<file path="config.mk">
export PLATFORM = sky130hd
export DESIGN_NAME = gpu_vram_readback
export DESIGN_NICKNAME = d
export VERILOG_FILES = /design/src/rtl/gpu_vram_readback.sv
export SDC_FILE = /design/constraint.sdc
export NUM_CORES = 1
export LEC_CHECK = 0
export ABC_AREA = 1
export BUFFER_PORTS_ARGS = -buffer_cell sky130_fd_sc_hd__buf_4
export CORE_UTILIZATION = 30
export DETAILED_ROUTE_END_ITERATION = 10
export PLACE_DENSITY_LB_ADDON = 0.15
export RECOVER_POWER = 50
export SYNTH_ARGS = -nofsm -noshare
export SYNTH_HDL_FRONTEND = slang
export SYNTH_SLANG_ARGS = --single-unit
export TNS_END_PERCENT = 100
</file>
<file path="constraint.sdc">
create_clock -name clk -period 11.44 [get_ports clk]
set_input_delay 2.288 -clock clk [delete_from_list [all_inputs] [get_ports clk]]
set_output_delay 2.288 -clock clk [all_outputs]
set_load 0.02 [all_outputs]
</file>
<file path="src/rtl/gpu_vram_readback.sv">
// gpu_vram_readback
//   Return path for the VRAM->CPU rectangle copy. It walks the latched rectangle
//   in row-major order, issues halfword reads to VRAM and packs pixel pairs into
//   32-bit GPUREAD words in a small word FIFO. The CPU or DMA drains that FIFO.
//
// Parameters
//   FIFO_DEPTH  GPUREAD word FIFO entries (power of 2, >= 4)
//   MAX_OUTST   maximum VRAM halfword reads in flight
//
// Ports
//   clk, rst_n                       clock, asynchronous active-low reset
//   start, rect_x/y/w/h              launch pulse and rectangle (w,h pre-masked 1..)
//   abort                            cancel the transfer and flush the FIFO
//   vram_rd_req/addr/gnt             VRAM read request handshake
//   vram_rd_valid/data               in-order read return
//   gpuread_re, gpuread_data         GPUREAD pop strobe and value
//   img_rdy, busy, dma_req, dma_dir  status flags and DMA request
module gpu_vram_readback #(
  parameter int FIFO_DEPTH = 16,
  parameter int MAX_OUTST  = 4
) (
  input  logic        clk,
  input  logic        rst_n,
  input  logic        start,
  input  logic [9:0]  rect_x,
  input  logic [8:0]  rect_y,
  input  logic [10:0] rect_w,
  input  logic [9:0]  rect_h,
  input  logic        abort,
  output logic        vram_rd_req,
  output logic [19:0] vram_addr,
  input  logic        vram_rd_gnt,
  input  logic        vram_rd_valid,
  input  logic [15:0] vram_rd_data,
  input  logic        gpuread_re,
  output logic [31:0] gpuread_data,
  output logic        img_rdy,
  output logic        busy,
  output logic        dma_req,
  input  logic [1:0]  dma_dir
);

  localparam int PW = $clog2(FIFO_DEPTH);
  localparam int CW = PW + 1;
  localparam int OW = $clog2(MAX_OUTST + 1);

  typedef enum logic [1:0] {S_IDLE, S_FETCH, S_DRAIN, S_EMPTYW} state_t;

  state_t          state, state_n;
  logic            pend;
  logic [9:0]      lat_x;
  logic [8:0]      lat_y;
  logic [10:0]     lat_w;
  logic [19:0]     total;
  logic [9:0]      col;
  logic [8:0]      row;
  logic [19:0]     req_cnt;
  logic [19:0]     rcv_cnt;
  logic [OW-1:0]   outst;
  logic            half;
  logic [15:0]     lo_pix;

  logic [31:0]     mem [FIFO_DEPTH];
  logic [PW-1:0]   wr_ptr, rd_ptr;
  logic [CW-1:0]   fifo_cnt, cnt_n;
  logic [31:0]     last_pop;

  logic            start_acc, launch, grant, accept, last_req, last_pix;
  logic            push, pop;
  logic [31:0]     push_word;
  logic [7:0]      words_pend;
  logic [15:0]     fifo_need;

  assign start_acc = start & ~abort & (state == S_IDLE);
  // A start held while discarded returns are still in flight launches once
  // the outstanding count drains to zero.
  assign launch    = (state == S_IDLE) & ~abort & (start | pend) & (outst == '0);

  // Words the FIFO must still absorb if one more read is issued: every
  // in-flight halfword plus a held low halfword plus the new one, paired.
  assign words_pend = (8'(outst) + 8'(half) + 8'd2) >> 1;
  assign fifo_need  = 16'(fifo_cnt) + 16'(words_pend);

  assign vram_rd_req = (state == S_FETCH) & ~abort &
                       (int'(outst) < MAX_OUTST) &
                       (fifo_need <= 16'(FIFO_DEPTH));
  assign vram_addr   = {1'b0, lat_y + row, lat_x + col};

  assign grant    = vram_rd_req & vram_rd_gnt;
  assign last_req = (req_cnt == total - 20'd1);
  assign accept   = vram_rd_valid & ~abort & ((state == S_FETCH) | (state == S_DRAIN));
  assign last_pix = (rcv_cnt == total - 20'd1);

  // A word completes on the high halfword, or on a lone final pixel.
  assign push      = accept & (half | last_pix);
  assign push_word = half ? {vram_rd_data, lo_pix} : {16'h0000, vram_rd_data};
  assign pop       = gpuread_re & (fifo_cnt != '0) & ~abort;

  always_comb begin
    cnt_n = fifo_cnt;
    if (abort)            cnt_n = '0;
    else if (push & ~pop) cnt_n = fifo_cnt + CW'(1);
    else if (pop & ~push) cnt_n = fifo_cnt - CW'(1);
  end

  always_comb begin
    state_n = state;
    case (state)
      S_IDLE:   if (launch) state_n = S_FETCH;
      S_FETCH:  if (grant & last_req) state_n = S_DRAIN;
      S_DRAIN:  if (push & last_pix) state_n = S_EMPTYW;
      S_EMPTYW: if (fifo_cnt == '0) state_n = S_IDLE;
      default:  state_n = S_IDLE;
    endcase
    if (abort) state_n = S_IDLE;
  end

  assign busy         = (state != S_IDLE);
  assign gpuread_data = img_rdy ? mem[rd_ptr] : last_pop;

  // Control state
  always_ff @(posedge clk or negedge rst_n) begin
    if (!rst_n) begin
      state    <= S_IDLE;
      pend     <= 1'b0;
      col      <= '0;
      row      <= '0;
      req_cnt  <= '0;
      rcv_cnt  <= '0;
      outst    <= '0;
      half     <= 1'b0;
      wr_ptr   <= '0;
      rd_ptr   <= '0;
      fifo_cnt <= '0;
      last_pop <= '0;
      img_rdy  <= 1'b0;
      dma_req  <= 1'b0;
    end else begin
      state <= state_n;

      if (abort | launch) pend <= 1'b0;
      else if (start_acc) pend <= 1'b1;

      if (start_acc) begin
        col     <= '0;
        row     <= '0;
        req_cnt <= '0;
      end else if (grant) begin
        req_cnt <= req_cnt + 20'd1;
        if ({1'b0, col} == lat_w - 11'd1) begin
          col <= '0;
          row <= row + 9'd1;
        end else begin
          col <= col + 10'd1;
        end
      end

      if (start_acc)   rcv_cnt <= '0;
      else if (accept) rcv_cnt <= rcv_cnt + 20'd1;

      if (abort | start_acc) half <= 1'b0;
      else if (accept)       half <= ~half & ~last_pix;

      // Discarded returns after abort still retire here.
      if (grant & ~vram_rd_valid)      outst <= outst + OW'(1);
      else if (~grant & vram_rd_valid) outst <= outst - OW'(1);

      if (abort) begin
        wr_ptr <= '0;
        rd_ptr <= '0;
      end else begin
        if (push) wr_ptr <= wr_ptr + PW'(1);
        if (pop)  rd_ptr <= rd_ptr + PW'(1);
      end
      fifo_cnt <= cnt_n;

      if (pop) last_pop <= mem[rd_ptr];

      img_rdy <= (cnt_n != '0);
      dma_req <= (cnt_n != '0) & (dma_dir == 2'b11);
    end
  end

  // Datapath storage
  always_ff @(posedge clk) begin
    if (start_acc) begin
      lat_x <= rect_x;
      lat_y <= rect_y;
      lat_w <= rect_w;
      total <= 20'(rect_w) * 20'(rect_h);
    end
    if (accept & ~half) lo_pix <= vram_rd_data;
    if (push) mem[wr_ptr] <= push_word;
  end

endmodule
</file>
# [Word level (Yosys, flattened, before mapping)]
# Memory sizes are Yosys's and may differ from the RTL's.
# Index checks and enable logic that the tools add are counted.
# Widths: inputs -> output; s select.
[totals] out_inout_bits=56 mem_count=1 rom_bits=0 mem_bits_rw=512 word_cells=135 register_bits=179 latchBits=0 in_bits=65
[mem_list] name="mem" depth=16 width=32 rd=1 rd_clocked_by_memory_dff=0 write_ports=1 line="63" rtl="logic [31:0] mem [FIFO_DEPTH];"
[op_classes] mul=1 magnitude_cmp=2 reduce_logical=16 add_sub_neg=17 n_bitwise=35 shift=0 mux=33 eq_ne=11 div_mod_pow=0
[ops] cell="$mux 20" n=4
[ops] cell="$mux 32" n=2
[ops] cell="$add 20x1->20 const B" n=2
[ops] cell="$eq 20x20->1" n=2
[ops] cell="$mux 10" n=3
[ops] cell="$mux 9" n=3
[ops] cell="$and 1x1->1" n=23
[ops] cell="$mul 11x10->20" n=1
[ops] cell="$sub 20x1->20 const B" n=1
[ops] cell="$reduce_bool 2->1" n=9
[ops] cell="$mux 4" n=4
[ops] cell="$mux 5" n=3
[ops] cell="$eq 10x11->1" n=1
[ops] cell="$sub 11x1->11 const B" n=1
[ops] cell="$add 10x1->10 const B" n=1
[ops] cell="$add 10x10->10" n=1
[ops] cell="$mux 2" n=5
[ops] cell="$reduce_bool 5->1" n=2
[ops] cell="$add 9x1->9 const B" n=1
[ops] cell="$add 9x9->9" n=1
[ops] cell="$add 4x1->4 const B" n=2
[ops] cell="$pmux 2 s4" n=1
[ops] cell="$not 1->1" n=7
[ops] cell="$add 5x4->6" n=1
[ops] cell="other kinds (20)" n=34

# [Depth between registers and ports, before layout]
# Gate-level depths: netlist (run 1).
[depth] depth_word=11 ltp_mapped=26 mapped_depth_nobuf=25

# [Worst setup path before layout (run 1)]
# No wires, ideal clock.
[synth_timing] path_type="input-to-reg" from="input rect_w[7]" to="register total[16], data pin" arrival_time_ns=6.698 n_path_buf=1 slack_ns=4.482 stages=24 setup_ns=0.260 required_ns=11.180 cell_sequence="clkbuf_1 nand2_1 fa_1 inv_1 fa_1 inv_1 fa_1 inv_1 fa_1 inv_1 fa_1 inv_1 ha_1 nand2_1 o21ai_0 a21oi_1 o21bai_1 nand2_1 nand2_1 nand2_1 nand2_1 nand3_1 nand2_1 xor2_1"
[synth_via] elab_chain_len=1
[synth_lines] element="start: declaration" line="27" rtl="input logic [10:0] rect_w,"
[synth_lines] element="$mul 11x10->20" line="190" rtl="total <= 20'(rect_w) * 20'(rect_h);"
[synth_lines] element="end signal: assignment" line="190"
[synth_lines] element="end: declaration" line="54" rtl="logic [19:0] total;"
# No other way between the ends.
# A chain may end at the register's enable or synchronous reset.

# [Final worst setup path (run 1)]
# Ends and elaborated chain as after synthesis.

==> flow_metrics.env, run 1 <==
export IMPL_drt_iter0_drc=1754
export IMPL_netlist_instances=3263
export IMPL_drv_cap=3
export IMPL_synth_simple_area_share_pct=15.8
export IMPL_finalPower_mw=7.97
export IMPL_clk_pin_slew_ns=0.06
export IMPL_multi_input_area_sq_um=12000
export IMPL_ys_warn_count=0
export IMPL_synth_area_per_cell_sq_um=10.4
export IMPL_die_w_um=339
export IMPL_setup_slack_ns=4.53
export IMPL_nets=3581
export IMPL_synth_top_family_by_area="simple AND/OR/NAND/NOR gates"
export IMPL_dpl_cell_area_sq_um=36600
export IMPL_start_util_pct=30.2
export IMPL_grt_pass1_vias=23300
export IMPL_worst_setup_path_end_kind="flip-flop"
export IMPL_path_cells="clkbuf_1, nand2_1, fa_1, inv_1, fa_1, inv_1, fa_1, inv_1, fa_1, inv_1, fa_1, inv_1, ha_1, nand2_1, o21ai_0, a21oi_1, o21bai_1, nand2_1, nand2_1, nand2_1, nand2_1, nand3_1, nand2_1, xor2_1"
export IMPL_coreArea_sq_um=112000
export IMPL_cpMaxStageDelayCell="fa_1"
export IMPL_synth_mux_area_share_pct=0
export IMPL_drc=0
export IMPL_num_fill_cells=11400
export IMPL_worstPathRequired_ns=11.90
export IMPL_place_ws_ns=4.23
export IMPL_vias_per_cell=4.76
export IMPL_numPortBuffers=119
export IMPL_synth_top_cell_by_area="edfxtp_1"
export IMPL_synth_area_leaders="edfxtp_1, dfrtp_1, nand2_1"
export IMPL_layout_drive_gt1_share_pct=8.73
export IMPL_vias=23400
export IMPL_firstDrtPassIters=5
export IMPL_drt_total_wl_um=96600
export IMPL_status="finished, violations left"
export IMPL_skew_ns=0.0270
export IMPL_clock_latency_ns=0.64
export IMPL_worst_pin_slew_ns=3.92
export IMPL_drv_slew=155
export IMPL_r2r_slack_ns=5.69
export IMPL_synth_seq_cells=691
export IMPL_path_max_fanout=11
export IMPL_dpl_hpwl_um=55600
export IMPL_fin_crit_ns=6.91
export IMPL_final_util_pct=34.6
export IMPL_die_area_sq_um=115000
export IMPL_cp_slowest_stage_delay_ns=0.55
export IMPL_leakagePower_nw=15.3
export IMPL_worst_path_buf_inv=6
export IMPL_ys_types=60
export IMPL_fmax_mhz=145
export IMPL_cts_sinks=691
export IMPL_grt_pass1_wl_um=147000
export IMPL_numCtsBuffers=77
export IMPL_seq_area_sq_um=20200
export IMPL_dp_cells=4771
export IMPL_design_area_sq_um=38900
export IMPL_synthAdderAreaFrac_pct=7.72
export IMPL_syn_cell_area_sq_um=34000
export IMPL_antenna_found_initial=1
export IMPL_synth_ff_type="edfxtp_1"
export IMPL_cts_tree="built"
export IMPL_setup_viol=0
export IMPL_area_growth_pct=14.4
export IMPL_detail_route_antenna_nets=0
export IMPL_synthTopCellsByCount="nand2_1, edfxtp_1, inv_1, o21ai_0, nor2_1"
export IMPL_post_synth_top_count_cell="nand2_1"
export IMPL_synth_xor_area_share_pct=2.05
export IMPL_grt_usage_pct=16.9
export IMPL_place_congestion=0.793
export IMPL_num_io_pins=121
export IMPL_violations="max-capacitance violations, max-slew violations"
export IMPL_start_kind="input pin"
export IMPL_fin_crit_sh_pct=60.4
export IMPL_synth_top_area_share_pct=51.1
export IMPL_synth_compound_area_share_pct=9.46
export IMPL_htreeDepth=3
export IMPL_setup_tns_ns=0
export IMPL_synth_edf_count=578
export IMPL_cts_setup_buffers=0
export IMPL_critPathMostFrequentCell="nand2_1"
export IMPL_die_y_um=339
export IMPL_rsz0062_at_grt="false"
export IMPL_crit_type="input pin to flip-flop"
export IMPL_grt_overflow=0
export IMPL_cts_root_buffer="clkbuf_16"
export IMPL_vdd_drop_max_uv=165
export IMPL_worstHoldPathType="flip-flop to flip-flop"
export IMPL_num_antenna_cells=0
export IMPL_critPathArrivalTime_ns=7.37
export IMPL_synthArstFlopShare_pct=16.4
export IMPL_cts_resized=0
export IMPL_crit_family="adder cells"
export IMPL_cts_path_max_buffers=3
export IMPL_yosysSeqAreaShare_pct=59.4
export IMPL_rows=123
export IMPL_hold_violations=0
export IMPL_synth_nets=3494
export IMPL_slew_headroom_pct=-161
export IMPL_holdWs_ns=0.533
export IMPL_powerDensity_nw_per_um2=205
export IMPL_wire_per_inst_um=19.7
export IMPL_cts_hold_buf=0
export IMPL_grt_max_degree=194
export IMPL_final_cells=4913
==> metal layers <==
| layer | routed length (um) | global-route usage (%) | up-vias | share of wire [%] |
|---|---|---|---|---|
| met3 | 3820 | 2.18 | 128 | 4.0 |
| met5 | 13 | 0 | - | 0.013 |
| met1 | 44300 | 22.8 | 11500 | 46 |
| li1 | - | - | 11400 | - |
| met2 | 45900 | 28.1 | 409 | 48 |
| met4 | 2560 | 5.20 | 2 | 2.7 |
==> registers in the layout, indices dropped and copies added, names as in the netlist, 4 cells and up <==
| register | flops |
|---|---|
| rcv_cnt | 20 |
| req_cnt | 20 |
| mem | 512 |
| col | 10 |
| wr_ptr | 4 |
| last_pop | 32 |
| lat_y | 9 |
| row | 9 |
| rd_ptr | 4 |
| total | 20 |
| lo_pix | 16 |
| lat_w | 11 |
| fifo_cnt | 5 |
| lat_x | 10 |
==> worst register-to-register path, stage by stage (launching register included) <==
cell      delay [ns]
dfrtp_1         0.40
inv_1           0.13
ha_1            0.20
inv_1           0.09
nor3_1          0.17
clkbuf_1        2.77
inv_1           0.38
nand2_1         0.47
nand2_1         0.31
inv_1           0.29
nand2_1         0.15
o21ai_0         0.17
nand2_1         0.06
nor2_1          0.09
==> final timing paths <==
kind | from | endpoint | cells after the start
min reg2reg | last_pop[8] | last_pop[8] | 2
min in group asynchronous | rst_n | req_cnt[4] | 1
max | rect_w[7] | total[16] | 24
max in group asynchronous | rst_n | rd_ptr[0] | 2
min | last_pop[8] | last_pop[8] | 2
max reg2reg | state[0] | row[8] | 13
==> report_power, final <==
part	internal, mW	leakage, nW	switching [mW]
logic	0.828	7.43	1.64
registers	2.99	6.77	0.145
clock network	1.32	1.14	1.04
total	5.14	15.3	2.82
==> cell type report <==
class	count	share of cell area [%]
clock inverters	31	0.654
multi-input cells	2074	31.0
clock buffers	111	5.44
flip-flops and latches	691	52.0
repair buffers	153	2.69
inverters	353	3.44
well taps	1500	4.83
==> logic make-up after synthesis <==
family / count (synthesis)
XOR/XNOR: 78
AO/OA/AOI/OAI: 567
adder cells (fa/ha/maj): 166
AND/OR/NAND/NOR: 1262
other: 1
flip-flops: 691
buffers and inverters: 498
==> layout by cell type (no fill, tap or decap), types with 93 or more instances in the layout <==
cell	n
inv_1	340
edfxtp_1	578
nand2_1	714
o21ai_0	283
ha_1	93
dfrtp_1	108
buf_4	102
a21oi_1	147
nand3_1	161
nor2_1	233
No activity file was read; power rests on OpenSTA's default activity.
==> run 2, diff against run 1 <==
- clock period: 11.44 -> 7.05 ns (I/O delays scaled with it)
==> run 2 against run 1 <==
Net effect:
- the flow still finishes with violations (max-capacitance violations, max-slew violations)
- via count rose by 0.55%
- sequential power rose by 62%
- critical path depth fell by 15
- worst hold slack got worse by 0.0044 ns
- core utilization rose by 0.11 points
- cell area rose by 0.31%
==> flow_metrics.env, run 2 (same netlist as run 1, synthesis figures left out) <==
export IMPL_powerDensity_nw_per_um2=336
export IMPL_crit_family="buffers and inverters"
export IMPL_die_w_um=339
export IMPL_coreArea_sq_um=112000
export IMPL_cts_hold_buf=0
export IMPL_path_cells="inv_2, buf_4, o21ai_0, o22ai_1, o21ai_0, nand2_1, nand2_1, o21ai_0, buf_4"
export IMPL_cts_tree="built"
export IMPL_cts_path_max_buffers=3
export IMPL_path_max_fanout=39
export IMPL_dr_wl_met2_um=45700
export IMPL_largestRegisters="mem x512, last_pop x32"
export IMPL_cts_resized=0
export IMPL_drt_total_wl_um=96700
export IMPL_grt_pass1_wl_um=148000
export IMPL_hold_violations=0
export IMPL_cpMaxStageDelayCell="dfrtp_1"
export IMPL_place_congestion=0.798
export IMPL_grt_max_degree=218
export IMPL_worstPathRequired_ns=5.64
export IMPL_grt_pass1_vias=23200
export IMPL_vias=23500
export IMPL_status="finished, violations left"
export IMPL_largest_reg_flops=512
export IMPL_antenna_found_initial=0
export IMPL_finalPower_mw=13.1
export IMPL_drt_met1_wl_um=46100
export IMPL_rsz0062_at_grt="false"
export IMPL_drv_cap=5
export IMPL_drt_iter0_drc=1799
export IMPL_numPortBuffers=119
export IMPL_met3_length_um=3160
export IMPL_place_ws_ns=0.723
export IMPL_htreeDepth=3
export IMPL_start_util_pct=30.2
export IMPL_grt_usage_pct=16.9
export IMPL_cts_setup_buffers=0
export IMPL_skew_ns=0.0364
export IMPL_worstHoldPathType="flip-flop to flip-flop"
export IMPL_setup_viol=0
export IMPL_worst_pin_slew_ns=3.72
export IMPL_firstDrtPassIters=7
export IMPL_clk_pin_slew_ns=0.06
export IMPL_crit_type="flip-flop to output port"
export IMPL_fin_crit_sh_pct=85.3
export IMPL_fmax_mhz=166
export IMPL_grt_overflow=0
export IMPL_setup_tns_ns=0
export IMPL_final_cells=4921
export IMPL_critPathMostFrequentCell="o21ai_0"
export IMPL_start_kind="flip-flop"
export IMPL_critPathArrivalTime_ns=4.60
export IMPL_cts_root_buffer="clkbuf_16"
export IMPL_detail_route_antenna_nets=0
export IMPL_worst_setup_path_end_kind="output port"
export IMPL_fin_crit_ns=6.01
export IMPL_die_area_sq_um=115000
export IMPL_nets=3588
export IMPL_dpl_hpwl_um=59200
export IMPL_numCtsBuffers=77
export IMPL_rows=123
export IMPL_clock_latency_ns=0.64
export IMPL_setup_slack_ns=1.04
export IMPL_drc=0
export IMPL_die_y_um=339
export IMPL_worst_path_buf_inv=3
export IMPL_vdd_drop_max_uv=363
export IMPL_regMostFlops="mem"
export IMPL_slew_headroom_pct=-148
export IMPL_cp_slowest_stage_delay_ns=1.41
export IMPL_leakagePower_nw=15.4
export IMPL_violations="max-capacitance violations, max-slew violations"
export IMPL_final_common_cell="nand2_1"
export IMPL_final_cell_mix="nand2_1, edfxtp_1, inv_1, o21ai_0, nor2_1"
export IMPL_dp_cells=4778
export IMPL_drv_slew=210
export IMPL_num_io_pins=121
export IMPL_design_area_sq_um=39000
export IMPL_wire_per_inst_um=19.6
export IMPL_layout_drive_gt1_share_pct=8.89
export IMPL_cts_sinks=691
export IMPL_dr_max_layer_used="met4"
export IMPL_dpl_cell_area_sq_um=36700
export IMPL_area_growth_pct=14.7
export IMPL_vias_per_cell=4.78
==> run 2: cell count changes in the layout (fill, tap and decap cells not counted), moves of 2 or more <==
cell       change
clkbuf_1       -2
bufinv_16      +4
nor2_1         +2
clkinv_2       +4
buf_4          +3
==> run 2: stage by stage <==
| step | hold WS, ns | util (%) |
|---|---|---|
| after CTS | 0.530 | 34.8 |
| after detailed placement | 0.518 | 32.6 |
| final | 0.529 | 34.7 |
| after global placement | 0.512 | 32.6 |
| after global routing | 0.544 | 34.7 |
| after floorplan | 0.476 | - |
==> run 2: power by group <==
part	internal, mW	total (mW)	leakage, nW	switching [mW]
registers	4.86	5.09	6.77	0.233
logic	1.35	4.02	7.44	2.67
clock network	2.28	3.99	1.20	1.71
total	8.49	13.1	15.4	4.61
==> run 2: path summary, 6_finish.rpt <==
check | from | end | slack (ns) | cells after the start
max | rd_ptr[1] | gpuread_data[8] | 1.04 | 9
min | last_pop[30] | last_pop[30] | 0.53 | 2
max reg2reg | total[0] | mem[11][1] | 2.50 | 15
min reg2reg | last_pop[30] | last_pop[30] | 0.53 | 2
max in group asynchronous | rst_n | last_pop[21] | 2.90 | 2
min in group asynchronous | rst_n | row[1] | 0.84 | 1
==> run 2: worst reg2reg max path, stage by stage (launching register included) <==
cell and delay [ns]:
edfxtp_1 0.49, inv_2 0.18, ha_1 0.33, nand2_2 0.18, nor2_4 0.33, nand3_1 0.12
nand2_1 0.14, nand2_1 0.14, nand2_1 0.08, nand3_1 0.08, nor2_2 0.11, nand4_2 0.23
nand2_2 0.24, nand2_1 0.31, nor2_4 0.94, buf_4 0.36
==> run 2: layout make-up <==
cell class	count	area, sq um
timing repair buffer	160	1090
clock buffer	106	2100
sequential	691	20200
inverter	353	1340
antenna	1	2.50
multi-input combinational	2074	12000
clock inverter	36	375
fill	11400	73400
tap	1500	1880
==> run 2: metal layers <==
| layer | vias up | track usage [%] |
|---|---|---|
| met5 | - | 0 |
| met4 | 0 | 4.10 |
| met3 | 94 | 1.92 |
| met2 | 383 | 27.4 |
| met1 | 11700 | 23.9 |
| li1 | 11400 | - |
